## src/rtl/period_meter_pkg.sv

```systemverilog
// Shared types and default parameters for the period meter.
package period_meter_pkg;

  localparam int unsigned WIDTH_DEF       = 24;
  localparam int unsigned SYNC_STAGES_DEF = 2;
  localparam int unsigned TIMEOUT_DEF     = 12000000;

  typedef enum logic [0:0] {
    WAIT_EDGE = 1'b0,
    MEASURE   = 1'b1
  } state_e;

endpackage

```

## src/rtl/period_meter_if.sv

```systemverilog
// Control and result bundle between the period meter and its user.
interface period_meter_if
  import period_meter_pkg::*;
#(
  parameter int unsigned WIDTH = WIDTH_DEF
) ();

  logic             en;
  logic             sig_in;
  logic [WIDTH-1:0] period;
  logic [WIDTH-1:0] high_time;
  logic             meas_valid;
  logic             timeout;
  logic             active;

  modport master (
    output en, sig_in,
    input  period, high_time, meas_valid, timeout, active
  );

  modport slave (
    input  en, sig_in,
    output period, high_time, meas_valid, timeout, active
  );

endinterface

```

## src/rtl/edge_sync.sv

```systemverilog
// Synchronizes an asynchronous level and flags its rising edges.
// The rise strobe is registered and only raised once the delayed-level flop
// holds a real sample, so an input already high out of reset is not an edge.
module edge_sync
  import period_meter_pkg::*;
#(
  parameter int unsigned SYNC_STAGES = SYNC_STAGES_DEF
) (
  input  logic clk,
  input  logic rst_n,
  input  logic d_async,
  output logic lvl,
  output logic rise
);

  logic [SYNC_STAGES-1:0] sync_q;
  logic [SYNC_STAGES:0]   vld_q;
  logic                   lvl_d_q;
  logic                   rise_q;

  // Synchronizer chain, sample-valid tracker and registered edge detect.
  always_ff @(posedge clk) begin
    if (!rst_n) begin
      sync_q  <= '0;
      vld_q   <= '0;
      lvl_d_q <= 1'b0;
      rise_q  <= 1'b0;
    end else begin
      sync_q  <= {sync_q[SYNC_STAGES-2:0], d_async};
      vld_q   <= {vld_q[SYNC_STAGES-1:0], 1'b1};
      lvl_d_q <= sync_q[SYNC_STAGES-1];
      rise_q  <= sync_q[SYNC_STAGES-1] & ~lvl_d_q & vld_q[SYNC_STAGES];
    end
  end

  assign lvl  = sync_q[SYNC_STAGES-1];
  assign rise = rise_q;

endmodule

```

## src/rtl/period_meter.sv

```systemverilog
// Measures period and high time of an asynchronous square wave in clk cycles.
module period_meter
  import period_meter_pkg::*;
#(
  parameter int unsigned WIDTH       = WIDTH_DEF,
  parameter int unsigned SYNC_STAGES = SYNC_STAGES_DEF,
  parameter int unsigned TIMEOUT     = TIMEOUT_DEF
) (
  input  logic          clk,
  input  logic          rst_n,
  period_meter_if.slave bus
);

  logic             lvl;
  logic             rise;

  state_e           state_q, state_d;
  logic [WIDTH-1:0] cnt_q, cnt_d;
  logic [WIDTH-1:0] hi_q, hi_d;
  logic [WIDTH-1:0] period_q, period_d;
  logic [WIDTH-1:0] high_q, high_d;
  logic             valid_q, valid_d;
  logic             tmo_q, tmo_d;
  logic             active_q;

  edge_sync #(
    .SYNC_STAGES (SYNC_STAGES)
  ) u_edge_sync (
    .clk     (clk),
    .rst_n   (rst_n),
    .d_async (bus.sig_in),
    .lvl     (lvl),
    .rise    (rise)
  );

  // Next state: enable overrides everything, a rise beats the timeout.
  always_comb begin
    state_d  = state_q;
    cnt_d    = cnt_q;
    hi_d     = hi_q;
    period_d = period_q;
    high_d   = high_q;
    valid_d  = 1'b0;
    tmo_d    = 1'b0;

    if (!bus.en) begin
      state_d = WAIT_EDGE;
      cnt_d   = '0;
      hi_d    = '0;
    end else begin
      case (state_q)
        WAIT_EDGE: begin
          cnt_d = '0;
          hi_d  = '0;
          if (rise) begin
            state_d = MEASURE;
            cnt_d   = WIDTH'(1);
            hi_d    = WIDTH'(1);
          end
        end
        MEASURE: begin
          if (rise) begin
            period_d = cnt_q;
            high_d   = hi_q;
            valid_d  = 1'b1;
            cnt_d    = WIDTH'(1);
            hi_d     = WIDTH'(1);
          end else if (cnt_q == WIDTH'(TIMEOUT)) begin
            tmo_d   = 1'b1;
            state_d = WAIT_EDGE;
            cnt_d   = '0;
            hi_d    = '0;
          end else begin
            cnt_d = cnt_q + WIDTH'(1);
            hi_d  = hi_q + WIDTH'(lvl);
          end
        end
        default: begin
          state_d = WAIT_EDGE;
          cnt_d   = '0;
          hi_d    = '0;
        end
      endcase
    end
  end

  // State, counters and registered outputs.
  always_ff @(posedge clk) begin
    if (!rst_n) begin
      state_q  <= WAIT_EDGE;
      cnt_q    <= '0;
      hi_q     <= '0;
      period_q <= '0;
      high_q   <= '0;
      valid_q  <= 1'b0;
      tmo_q    <= 1'b0;
      active_q <= 1'b0;
    end else begin
      state_q  <= state_d;
      cnt_q    <= cnt_d;
      hi_q     <= hi_d;
      period_q <= period_d;
      high_q   <= high_d;
      valid_q  <= valid_d;
      tmo_q    <= tmo_d;
      active_q <= (state_d == MEASURE);
    end
  end

  assign bus.period     = period_q;
  assign bus.high_time  = high_q;
  assign bus.meas_valid = valid_q;
  assign bus.timeout    = tmo_q;
  assign bus.active     = active_q;

endmodule
```

## src/flat_wrapper.sv

```systemverilog
// flat-port wrapper written by rule: the top's interface ports become plain ports
module period_meter_flat import period_meter_pkg::*;
#(
  parameter int unsigned WIDTH       = WIDTH_DEF,
  parameter int unsigned SYNC_STAGES = SYNC_STAGES_DEF,
  parameter int unsigned TIMEOUT     = TIMEOUT_DEF
)
  (clk, rst_n, bus_en, bus_sig_in, bus_period, bus_high_time, bus_meas_valid, bus_timeout, bus_active);
  period_meter_if #(.WIDTH(WIDTH)) bus_i ();
  input  logic clk;
  input  logic rst_n;
  input wire logic [$bits(bus_i.en)-1:0] bus_en;
  input wire logic [$bits(bus_i.sig_in)-1:0] bus_sig_in;
  output wire logic [$bits(bus_i.period)-1:0] bus_period;
  output wire logic [$bits(bus_i.high_time)-1:0] bus_high_time;
  output wire logic [$bits(bus_i.meas_valid)-1:0] bus_meas_valid;
  output wire logic [$bits(bus_i.timeout)-1:0] bus_timeout;
  output wire logic [$bits(bus_i.active)-1:0] bus_active;
  assign bus_i.en = bus_en;
  assign bus_i.sig_in = bus_sig_in;
  assign bus_period = bus_i.period;
  assign bus_high_time = bus_i.high_time;
  assign bus_meas_valid = bus_i.meas_valid;
  assign bus_timeout = bus_i.timeout;
  assign bus_active = bus_i.active;
  period_meter #(.WIDTH(WIDTH), .SYNC_STAGES(SYNC_STAGES), .TIMEOUT(TIMEOUT)) u_core (.clk(clk), .rst_n(rst_n), .bus(bus_i));
endmodule
```

## config.mk

```make
export PLATFORM = sky130hd
export DESIGN_NAME = period_meter_flat
export DESIGN_NICKNAME = d
export VERILOG_FILES = /design/src/rtl/period_meter_pkg.sv /design/src/rtl/period_meter_if.sv /design/src/rtl/edge_sync.sv /design/src/rtl/period_meter.sv /design/src/flat_wrapper.sv
export SDC_FILE = /design/constraint.sdc
export NUM_CORES = 1
export LEC_CHECK = 0
export CAP_MARGIN = 20
export CORE_MARGIN = 1
export CORE_UTILIZATION = 47
export CTS_CLUSTER_DIAMETER = 50
export DETAILED_ROUTE_END_ITERATION = 8
export GPL_ROUTABILITY_DRIVEN = 1
export GPL_TIMING_DRIVEN = 0
export PLACE_DENSITY = 0.72
export SLEW_MARGIN = 30
export SYNTH_ARGS = -nofsm -noshare
export SYNTH_HDL_FRONTEND = slang
export SYNTH_SLANG_ARGS = --single-unit
```

## constraint.sdc

```tcl
create_clock -name clk -period 1.8 [get_ports clk]
set_input_delay 0.45 -clock clk [delete_from_list [all_inputs] [get_ports clk]]
set_output_delay 0.45 -clock clk [all_outputs]
set_load 0.01 [all_outputs]
```

==> results.sh, run 1 <==
export IMPL_antenna_found_initial=0
export IMPL_seq_total_area_yosys=0.4953
export IMPL_diode_insertion_count_for_antenna_repair=0
export IMPL_hold_violations=0
export IMPL_core_area_sq_mm=0.008763
export IMPL_ys_seq_elements=106
export IMPL_worstSetupStartpointType="flip-flop"
export IMPL_violations_in_the_final_reports="setup timing"
export IMPL_switchingPower_uw=858.1
export IMPL_synth_warnings=0
export IMPL_period_minus_slack_ns=1.938
export IMPL_fin_nets=582
export IMPL_crit_path_frequent_cell="buf_6"
export IMPL_cp_data_arrival_time_ns=2.19
export IMPL_place_hpwl_mm=6.435
export IMPL_end_kind="flip-flop"
export IMPL_dieHeight_um=97.48
export IMPL_ioPinCount=55
export IMPL_clock_skew_ns=0.01094
export IMPL_fin_hold_ws_ns=0.4523
export IMPL_vias_in_the_first_global_route=3401
export IMPL_p_leak_uw=0.001688
export IMPL_peak_fanout_along_the_critical_path=10
export IMPL_syn_instance_count=497
export IMPL_crit_path_cell_trace="or4b_1 -> or4_4 -> o21bai_4 -> buf_6 -> buf_6 -> a21oi_1"
export IMPL_power_density_mw_per_mm2=703.6
export IMPL_finalWirelength_mm=9.403
export IMPL_start_util=0.4889
export IMPL_vias=3624
export IMPL_tritoncts_num_sinks=106
export IMPL_critPathRequiredTime_ns=2.05
export IMPL_irDropWorstVdd_mv=0.4892
export IMPL_buffers_on_ports=54
export IMPL_cts_root_buffer="clkbuf_8"
export IMPL_timing_hold_worst_class="flip-flop to flip-flop"
export IMPL_cts_hold_buffers_added=0
export IMPL_grt_pass1_wl_mm=15.85
export IMPL_rows=34
export IMPL_gr_usage_all_layers=0.2043
export IMPL_endpoints_failing_setup=44
export IMPL_outcome="finished with violations"
export IMPL_min_period_over_period=1.077
export IMPL_p_int_uw=2930
export IMPL_drive_gt1_frac=0.1364
export IMPL_grt_setup_unrepaired="true"
export IMPL_ys_types=34
export IMPL_mappedNetlistNets=505
export IMPL_detail_route_wl_per_cell_um=13.69
export IMPL_worstMarginPinSlew_ns=0.4463
export IMPL_pwr_share_clk=0.367
export IMPL_timing_slew_headroom=0.7002
export IMPL_netlist_area_sq_mm=0.004284
export IMPL_vias_per_cell=5.275
export IMPL_drt_first_iter_violations=155
export IMPL_areaGrowthSynthToFinish_pct=25.67
export IMPL_drt_drc_violations_left=0
export IMPL_max_clock_freq_ghz=0.5160
export IMPL_filler_cell_count=767
export IMPL_ant_nets=0
export IMPL_grt_max_degree=19
export IMPL_post_route_cell_area_sq_mm=0.005384
export IMPL_slowest_delay_ns=0.50
export IMPL_worst_setup_path_class="flip-flop to flip-flop"
export IMPL_power_combinational_fraction=0.013
export IMPL_placement_cell_area_sq_mm=0.004966
export IMPL_dieWidth_um=97.48
export IMPL_clkSlewWorstSetupHoldPaths_ns=0.10
export IMPL_timing_max_transition_violations_final=0
export IMPL_cts_buffers=9
export IMPL_post_route_worst_setup_slack_ns=-0.1378
export IMPL_power_switching_share=0.2265
export IMPL_globalRoute_totalOverflow=0
export IMPL_p_total_uw=3788
export IMPL_floorplan_die_area_sq_mm=0.009501
export IMPL_clock_insertion_delay_worst_skew_ns=0.36
export IMPL_routabilityCongestion=0.8142
export IMPL_dr_pass1_iters=4
export IMPL_cts_tree="done"
export IMPL_cts_root_to_sink_buffers=2
export IMPL_cts_max_level=3
export IMPL_worst_path_max_delay_cell="or4b_1"
export IMPL_cap_viol_max_count=0
export IMPL_syn_mean_instance_area_sq_um=8.620
export IMPL_p_seq_frac=0.620
-- worst paths after layout --
kind,cells after the start,startpoint,slack [ns],endpoint
max,6,u_core.cnt_q[14]$_SDFF_PP0_,-0.14,u_core.cnt_q[15]$_SDFF_PP0_
min,1,u_core.u_edge_sync.vld_q[0]$_DFF_P_,0.45,u_core.u_edge_sync.vld_q[1]$_SDFF_PN0_
min reg2reg,1,u_core.u_edge_sync.vld_q[0]$_DFF_P_,0.45,u_core.u_edge_sync.vld_q[1]$_SDFF_PN0_
max reg2reg,6,u_core.cnt_q[14]$_SDFF_PP0_,-0.14,u_core.cnt_q[15]$_SDFF_PP0_
-- flip-flops by register name, indices dropped and copies added (netlist names) --
| name | count |
|---|---|
| u_core.bus.period | 24 |
| u_core.state_q | 1 |
| u_core.bus.timeout | 1 |
| u_core.hi_q | 24 |
| u_core.bus.meas_valid | 1 |
| u_core.u_edge_sync.sync_q | 2 |
| u_core.u_edge_sync.rise | 1 |
| u_core.bus.high_time | 24 |
| u_core.cnt_q | 24 |
| u_core.u_edge_sync.vld_q | 3 |
| u_core.u_edge_sync.lvl_d_q | 1 |
-- per-stage QoR --
stage	instances	setup WS [ns]	util	TNS [ns]
2_1_floorplan	497	-0.03513	-	-1.125
3_3_place_gp	659	-0.6735	0.5667	-32.86
3_5_place_dp	659	-0.6906	0.5667	-34.07
4_1_cts	683	-0.1255	0.6055	-4.398
5_1_grt	687	-0.1816	0.6144	-6.810
6_report	687	-0.1378	0.6144	-5.093
-- cells by family (layout without fill, tap and decap cells) --
group,Yosys count,in the layout,share of synthesized area
xor+xnor,22,22,0.04498
fa+ha+maj,4,4,0.01168
simple gates,227,227,0.2550
compound gates,94,94,0.1457
buf+inv,44,126,0.04731
flops,106,106,0.4953
-- synth_stat cells (all sizes together) --
cell	number	share of area
nand2	112	0.098
dfxtp	106	0.50
a21boi	48	0.084
nor2	30	0.026
clkbuf	21	0.019
a21oi	20	0.023
nand3	19	0.022
inv	15	0.013
nand4	13	0.022
o21ai	13	0.015
xor2	13	0.027
or3	12	0.018
o31ai	11	0.019
or4	9	0.016
xnor2	9	0.018
buf	8	0.015
and2	7	0.010
and4	5	0.010
nor3	5	0.0058
ha	4	0.012
nor4	4	0.0058
and3	3	0.0044
nor4b	3	0.0061
nand4b	2	0.0041
a31o	1	0.0020
and3b	1	0.0020
o21bai	1	0.0018
or2	1	0.0015
or4b	1	0.0023
-- power by group through the flow --
stage | Combinational [uW] | Sequential (uW) | Clock, uW
6_report | 48.5 | 2350 | 1390
5_1_grt | 52.7 | 2350 | 1540
4_1_cts | 48.9 | 2350 | 1430
3_5_place_dp | 48.4 | 2410 | 0
3_3_place_gp | 48.1 | 2410 | 0
2_1_floorplan | 29.2 | 2410 | 0
-- repair_timing --
| action | 4_1_cts | 5_1_grt |
|---|---|---|
| pin swaps | 2 | 5 |
| buffers inserted | 8 | 5 |
| resized for setup | 37 | 19 |
| gates cloned | 1 | 0 |
| setup endpoints to repair | 81 | 67 |
-- cell type report --
| cell class | instances | area (sq um) | share of cell area |
|---|---|---|---|
| tap | 108 | 135.1 | 0.02510 |
| buffer | 27 | 171.4 | 0.03184 |
| sequential | 106 | 2143 | 0.3981 |
| inverter | 15 | 56.30 | 0.01046 |
| clock buffer | 10 | 137.6 | 0.02556 |
| multi-input combinational | 347 | 2031 | 0.3772 |
| clock inverter | 6 | 48.80 | 0.009063 |
| timing repair buffer | 68 | 660.6 | 0.1227 |
-- cell usage in the layout (no fill, tap or decap), types with 3 or more instances in the layout --
cell / n
clkbuf_1: 10
and2_1: 7
buf_2: 5
xor2_1: 13
and4_1: 4
nand3_1: 17
clkbuf_8: 11
or4_1: 7
nor2_1: 30
inv_1: 15
inv_6: 3
buf_6: 8
nor4_1: 4
nand2_1: 111
nor4b_1: 3
dfxtp_2: 11
clkbuf_2: 4
a21boi_0: 48
dfxtp_1: 93
a21oi_1: 18
nor3_1: 4
clkdlybuf4s50_1: 54
xnor2_1: 9
and3_1: 3
or3_1: 10
o31ai_1: 9
buf_4: 10
nand4_1: 12
o21ai_0: 11
ha_1: 3
-- per-layer routing --
layer	GRT usage	up-vias	routed length (um)
met4	0.08371	0	158
li1	-	1839	-
met2	0.3378	63	4432
met3	0.03525	14	269
met1	0.2638	1708	4543
met5	0	-	0
-- worst max-delay path: cells and delay by family, from the launching register on --
kind | cells | cell delay (ns)
AND/OR/NAND/NOR | 2 | 0.96
flip-flops | 1 | 0.35
buffers and inverters | 2 | 0.31
AO/OA/AOI/OAI | 2 | 0.21
Power figures use the tool's default switching activity.
==> inputs of run 2 (changes only) <==
Settings changed: CTS_CLUSTER_DIAMETER 50 to not set.
==> results of run 2 <==
No change in the layout: final DEF, timing and power equal those of run 1.
